`src/rtl/spi_master_ctrl.sv`:
```
// spi_master_ctrl: single-clock SPI master for the spi_wrapper slave frame format.
// It sends one select bit, then a 10-bit command MSB first. For read-data
// commands it then waits and shifts an 8-bit reply in from MISO.
// Optional feature macro: SPI_MASTER_SEQ_CHECK_EN. When it is defined, a
// read-data command that is not preceded by a read-address command is
// rejected with an err pulse instead of being transmitted.
module spi_master_ctrl #(
  parameter int RD_LATENCY = 2,
  parameter int GAP_CYCLES = 1
) (
  input  logic       clk,
  input  logic       rst_n,
  input  logic       start,
  input  logic [9:0] frame,
  output logic       ready,
  output logic       busy,
  output logic       done,
  output logic [7:0] rd_data,
  output logic       rd_valid,
  output logic       err,
  output logic       SS_n,
  output logic       MOSI,
  input  logic       MISO
);

  typedef enum logic [2:0] {
    ST_IDLE,
    ST_START,
    ST_SEL,
    ST_SHIFT,
    ST_WAIT,
    ST_RECV,
    ST_GAP
  } state_t;

  localparam logic [3:0] SHIFT_LAST = 4'd9;
  localparam logic [3:0] RECV_LAST  = 4'd7;
  localparam logic [3:0] WAIT_LAST  = 4'(RD_LATENCY - 1);
  localparam logic [3:0] GAP_LAST   = 4'(GAP_CYCLES - 1);

  state_t     state_reg, state_next;
  logic [3:0] cnt_reg, cnt_next;
  logic [9:0] frame_reg, frame_next;
  logic [7:0] rx_reg, rx_next;
  logic [7:0] rd_data_reg, rd_data_next;
  logic       ss_n_reg, ss_n_next;
  logic       mosi_reg, mosi_next;
  logic       ready_reg, ready_next;
  logic       busy_reg, busy_next;
  logic       done_reg, done_next;
  logic       rd_valid_reg, rd_valid_next;
  logic       take;

`ifdef SPI_MASTER_SEQ_CHECK_EN
  logic       err_reg, err_next;
  logic       addr_set_reg, addr_set_next;
`endif

  // State, counters, data registers and all registered outputs.
  always_ff @(posedge clk) begin
    if (!rst_n) begin
      state_reg    <= ST_IDLE;
      cnt_reg      <= 4'd0;
      frame_reg    <= 10'd0;
      rx_reg       <= 8'd0;
      rd_data_reg  <= 8'd0;
      ss_n_reg     <= 1'b1;
      mosi_reg     <= 1'b0;
      ready_reg    <= 1'b1;
      busy_reg     <= 1'b0;
      done_reg     <= 1'b0;
      rd_valid_reg <= 1'b0;
`ifdef SPI_MASTER_SEQ_CHECK_EN
      err_reg      <= 1'b0;
      addr_set_reg <= 1'b0;
`endif
    end else begin
      state_reg    <= state_next;
      cnt_reg      <= cnt_next;
      frame_reg    <= frame_next;
      rx_reg       <= rx_next;
      rd_data_reg  <= rd_data_next;
      ss_n_reg     <= ss_n_next;
      mosi_reg     <= mosi_next;
      ready_reg    <= ready_next;
      busy_reg     <= busy_next;
      done_reg     <= done_next;
      rd_valid_reg <= rd_valid_next;
`ifdef SPI_MASTER_SEQ_CHECK_EN
      err_reg      <= err_next;
      addr_set_reg <= addr_set_next;
`endif
    end
  end

  // Next-state logic: frame acceptance, bit counting, MISO capture, completion pulses.
  always_comb begin
    state_next    = state_reg;
    cnt_next      = cnt_reg;
    frame_next    = frame_reg;
    rx_next       = rx_reg;
    rd_data_next  = rd_data_reg;
    done_next     = 1'b0;
    rd_valid_next = 1'b0;
`ifdef SPI_MASTER_SEQ_CHECK_EN
    err_next      = 1'b0;
    addr_set_next = addr_set_reg;
`endif

    // A request is taken when idle or in the final gap cycle, so that
    // back-to-back frames see exactly GAP_CYCLES of SS_n high.
    take = start && ((state_reg == ST_IDLE) ||
                     ((state_reg == ST_GAP) && (cnt_reg == GAP_LAST)));

    if (take) begin
      frame_next = frame;
      cnt_next   = 4'd0;
`ifdef SPI_MASTER_SEQ_CHECK_EN
      if ((frame[9:8] == 2'b11) && !addr_set_reg) begin
        // Read-data without a prior read-address: report and skip the frame.
        state_next = ST_GAP;
        done_next  = 1'b1;
        err_next   = 1'b1;
      end else begin
        state_next = ST_START;
      end
`else
      state_next = ST_START;
`endif
    end else begin
      case (state_reg)
        ST_IDLE: begin
          state_next = ST_IDLE;
        end
        ST_START: begin
          state_next = ST_SEL;
        end
        ST_SEL: begin
          state_next = ST_SHIFT;
          cnt_next   = 4'd0;
        end
        ST_SHIFT: begin
          if (cnt_reg == SHIFT_LAST) begin
            cnt_next = 4'd0;
            if (frame_reg[9:8] == 2'b11) begin
              state_next = ST_WAIT;
            end else begin
              state_next = ST_GAP;
              done_next  = 1'b1;
`ifdef SPI_MASTER_SEQ_CHECK_EN
              if (frame_reg[9:8] == 2'b10) begin
                addr_set_next = 1'b1;
              end
`endif
            end
          end else begin
            cnt_next = cnt_reg + 4'd1;
          end
        end
        ST_WAIT: begin
          if (cnt_reg == WAIT_LAST) begin
            state_next = ST_RECV;
            cnt_next   = 4'd0;
          end else begin
            cnt_next = cnt_reg + 4'd1;
          end
        end
        ST_RECV: begin
          rx_next = {rx_reg[6:0], MISO};
          if (cnt_reg == RECV_LAST) begin
            state_next    = ST_GAP;
            cnt_next      = 4'd0;
            done_next     = 1'b1;
            rd_valid_next = 1'b1;
            rd_data_next  = {rx_reg[6:0], MISO};
`ifdef SPI_MASTER_SEQ_CHECK_EN
            addr_set_next = 1'b0;
`endif
          end else begin
            cnt_next = cnt_reg + 4'd1;
          end
        end
        ST_GAP: begin
          if (cnt_reg == GAP_LAST) begin
            state_next = ST_IDLE;
            cnt_next   = 4'd0;
          end else begin
            cnt_next = cnt_reg + 4'd1;
          end
        end
        default: begin
          state_next = ST_IDLE;
          cnt_next   = 4'd0;
        end
      endcase
    end
  end

  // Output decode from the upcoming state, so every pin comes straight from a flop.
  always_comb begin
    ss_n_next  = 1'b1;
    mosi_next  = 1'b0;
    busy_next  = (state_next != ST_IDLE);
    ready_next = (state_next == ST_IDLE) ||
                 ((state_next == ST_GAP) && (cnt_next == GAP_LAST));
    case (state_next)
      ST_START: begin
        ss_n_next = 1'b0;
      end
      ST_SEL: begin
        ss_n_next = 1'b0;
        mosi_next = frame_next[9];
      end
      ST_SHIFT: begin
        ss_n_next = 1'b0;
        mosi_next = frame_next[4'd9 - cnt_next];
      end
      ST_WAIT, ST_RECV: begin
        ss_n_next = 1'b0;
      end
      default: begin
        ss_n_next = 1'b1;
      end
    endcase
  end

  assign SS_n     = ss_n_reg;
  assign MOSI     = mosi_reg;
  assign ready    = ready_reg;
  assign busy     = busy_reg;
  assign done     = done_reg;
  assign rd_valid = rd_valid_reg;
  assign rd_data  = rd_data_reg;

`ifdef SPI_MASTER_SEQ_CHECK_EN
  assign err = err_reg;
`else
  assign err = 1'b0;
`endif

endmodule

```
`config.mk`:
```
export PLATFORM = sky130hd
export DESIGN_NAME = spi_master_ctrl
export DESIGN_NICKNAME = d
export VERILOG_FILES = /design/src/rtl/spi_master_ctrl.sv
export SDC_FILE = /design/constraint.sdc
export NUM_CORES = 1
export LEC_CHECK = 0
export BUFFER_PORTS_ARGS = -buffer_cell sky130_fd_sc_hd__clkbuf_2
export CAP_MARGIN = 30
export CORE_AREA = 2 2 95 79
export CTS_BUF_LIST = sky130_fd_sc_hd__clkbuf_4 sky130_fd_sc_hd__clkbuf_8 sky130_fd_sc_hd__clkbuf_16
export CTS_CLUSTER_SIZE = 16
export DETAILED_ROUTE_END_ITERATION = 8
export DIE_AREA = 0 0 97 81
export PLACE_DENSITY = 0.55
export SLEW_MARGIN = 20
export SYNTH_ARGS = -nofsm -noshare
export SYNTH_HDL_FRONTEND = slang
export SYNTH_SLANG_ARGS = --single-unit
export TNS_END_PERCENT = 10
```
`constraint.sdc`:
```
create_clock -name clk -period 3.4 [get_ports clk]
set_input_delay 0.68 -clock clk [delete_from_list [all_inputs] [get_ports clk]]
set_output_delay 0.68 -clock clk [all_outputs]
set_load 0.01 [all_outputs]
```
==> summary.md <==
| Metric | Value |
|---|---|
| Largest cells by area after synthesis | dfxtp_1, nand2_1, a21oi_1, nand3_1, ha_1 |
| Quantity of I/O buffers inserted on ports | 27 |
| Area delta synth->final | 16.24% |
| Sequential-to-total area share from yosys stat | 0.3798 |
| Leakage power | 0.8657 nW |
| Clock transition at path regs | 80 ps |
| Resized cells post-CTS | 0 |
| Worst hold path type | flip-flop to flip-flop |
| Areal power density over the cells | 402.4 mW/mm2 |
| Die outline area | 0.007857 mm2 |
| Area of the core | 0.007042 mm2 |
| Proportion of synthesized flip-flops having asynchronous set or reset | 0 |
| Type of the worst setup path | flip-flop to flip-flop |
| Maximum number of pins on one net before global-route repair | 33 |
| Worst slew pin tran | 579.5 ps |
| Peak Freq | 0.3168 GHz |
| Final Setup Violations | 0 |
| Combined area of all synthesized cells | 0.002003 mm2 |
| DRT iter0 DRCs | 66 |
| Sum of negative setup slack | 0 ps |
| GRT Overall Usage | 0.1314 |
| Clock H-tree levels | 2 |
| Top-level I/O count | 29 |
| Share of the cycle needed by the critical path after routing | 0.9284 |
| Commonest register cell after synthesis | dfxtp_1 |
| Clock Skews | 5.150 ps |
| Number of nets produced by synthesis | 272 |
| Diodes inserted | 0 |
| Total chip power | 0.9370 mW |
| Comb pwr share | 0.138 |
| Half-perimeter wire length after detailed placement | 3686 um |
| Last weighted congestion value of the routability-driven placer | 0.8877 |
| Final routed wire length divided by cell count | 13.82 um |
| Type of destination of the critical path | flip-flop |
| Design internal power | 0.6738 mW |
| Largest voltage drop on the vdd net | 0.1510 mV |
| Max FO, Critical Path | 8 |
| Data arrival time of the critical path | 3360 ps |
| Dominant cell by count in the synthesized netlist | nand2_1 |
| MaxCap Viol Count | 0 |
| Post-route DRC | 0 |
| Clock tree root buffer cell | clkbuf_8 |
| Max FFs per register | 10 |
| Synth area leader | dfxtp_1 |
| Routed vias/inst | 5.097 |
| Mean instance size in the synthesized netlist | 7.887 um2 |
| Top cell types by occurrence after synthesis | nand2_1, dfxtp_1, a21oi_1, nand3_1, nor2_1 |
| Overall die width | 97 um |
| Inserted Clock Buffers | 5 |
| Number of nets at the end of the flow | 298 |
| Post-CTS repair timing setup buffer count | 0 |
| Fin crit period | 3156 ps |
| Final max-slew violation count | 0 |
| Initial Util | 0.2845 |
| Number of synthesized register bits | 38 |
| Switching Power | 0.2632 mW |
| TritonCTS clock tree | done |
| Wire length of the first global-routing pass | 8397 um |
| Number of global-route vias before repair | 1,709 |
| Area share of the largest cell type after synthesis | 0.3798 |
| Iteration count of the initial detailed-routing pass | 4 |
| Kind of start point of the critical path | flip-flop |
| Number of antenna violations at the first check in global routing | 0 |
| Share of total power in the clock network | 0.351 |
| Setup repair after global routing missed its margin | false |
| Overall die height | 81 um |
| Switching part of the total | 0.2809 |
| Aggregate global routing overflow | 0 |
| Yosys Warn Count | 0 |
| Sink count of the clock tree | 38 |
| Row count | 28 |
| Worst skew pair latency | 290 ps |
| Syn Inst Count | 254 |
| Share of power burned in registers | 0.510 |
| Run status | finished clean |
| Antenna viol nets, final | 0 |
| Share of layout cells above drive strength 1 | 0.2028 |
| Number of vias after detailed routing | 1,891 |
| Number of hold buffers added after CTS | 0 |
| Final routed wirelength across all metal layers | 5126 um |
| Number of distinct standard cells referenced by the synthesized netlist | 56 |
| Data required time at the worst endpoint | 3600 ps |
| Hold Fails Final Rpt | 0 |
| Headroom to the max-slew limit | 0.6131 |
| Maximum root-to-sink buffer count | 2 |
| Post-synth EDFFs | 0 |
-- power groups by stage --
stage          Sequential, mW  Combinational, mW  Clock [mW]
2_1_floorplan           0.480             0.0961           0
3_3_place_gp            0.488              0.129           0
3_5_place_dp            0.488              0.129           0
4_1_cts                 0.478              0.129       0.343
5_1_grt                 0.481              0.144       0.361
6_report                0.478              0.129       0.329
-- cells by family after synthesis --
kind of cell               share of synthesized area
AOI/OAI and AO/OA                             0.2224
adders and majority gates                    0.02499
buffers and inverters                        0.05184
DFF                                           0.3798
muxes                                        0.01562
other                                       0.001872
and+or+nand+nor                               0.3036
-- critical path: stages (launching register included) --
cell and delay, ps:
dfxtp_2 420, inv_1 100, ha_1 220, nor3b_2 180
o21ai_1 170, o21ai_0 130, a21oi_1 150, o21ai_0 70
o21ai_0 100, nand2_1 110, ha_1 200, or4_1 550
o311ai_1 130, o41ai_1 120, a31o_1 200, a311oi_1 200
-- area by class of cell --
cell class | count | area, um2
Timing Repair Buffer | 34 | 187.7
Sequential cell | 38 | 763.2
Multi-Input combinational cell | 194 | 1144
Fill cell | 754 | 4713
Clock inverter | 2 | 12.51
Clock buffer | 6 | 82.58
Inverter | 7 | 26.28
Tap cell | 90 | 112.6
-- cell usage in the layout (no fill, tap or decap), drive strengths merged, types with 3 or more instances in the layout --
cell and count:
inv 7, nand3 15, clkbuf 33, nand4 4
o21a 3, nand2b 3, nor3 5, dfxtp 38
buf 7, o21ai 10, o211ai 4, ha 4
a21oi 32, nor2 13, and2 4, nand2 58
-- per-stage QoR --
step / hold WS (ps) / area (um2) / worst slack (ps) / instances / util
final: 450.5 / 2328 / 243.5 / 371 / 0.3307
after global routing: 469.2 / 2328 / 28.09 / 371 / 0.3307
after CTS: 456.2 / 2321 / 115.3 / 371 / 0.3296
after detailed placement: 444.2 / 2226 / 144.0 / 363 / 0.3161
after global placement: 440.2 / 2226 / 234.3 / 363 / 0.3161
after floorplan: 432.1 / 2003 / 471.0 / 254 / -
-- metal layers --
layer | wire (um) | track usage | part of all wire
met5 | 0 | 0 | 0
met4 | 57 | 0.02958 | 0.011
met3 | 285 | 0.02668 | 0.056
met2 | 2144 | 0.1958 | 0.42
met1 | 2639 | 0.1948 | 0.51
-- worst paths after layout --
| path | startpoint | endpoint | slack, ps | depth (start not counted) |
|---|---|---|---|---|
| min reg2reg | rd_data[6] | rd_data[6] | 450 | 2 |
| max reg2reg | cnt_reg[0] | MOSI | 240 | 15 |
| min | rd_data[6] | rd_data[6] | 450 | 2 |
| max | cnt_reg[0] | MOSI | 240 | 15 |
No activity file was read; power rests on OpenSTA's default activity.
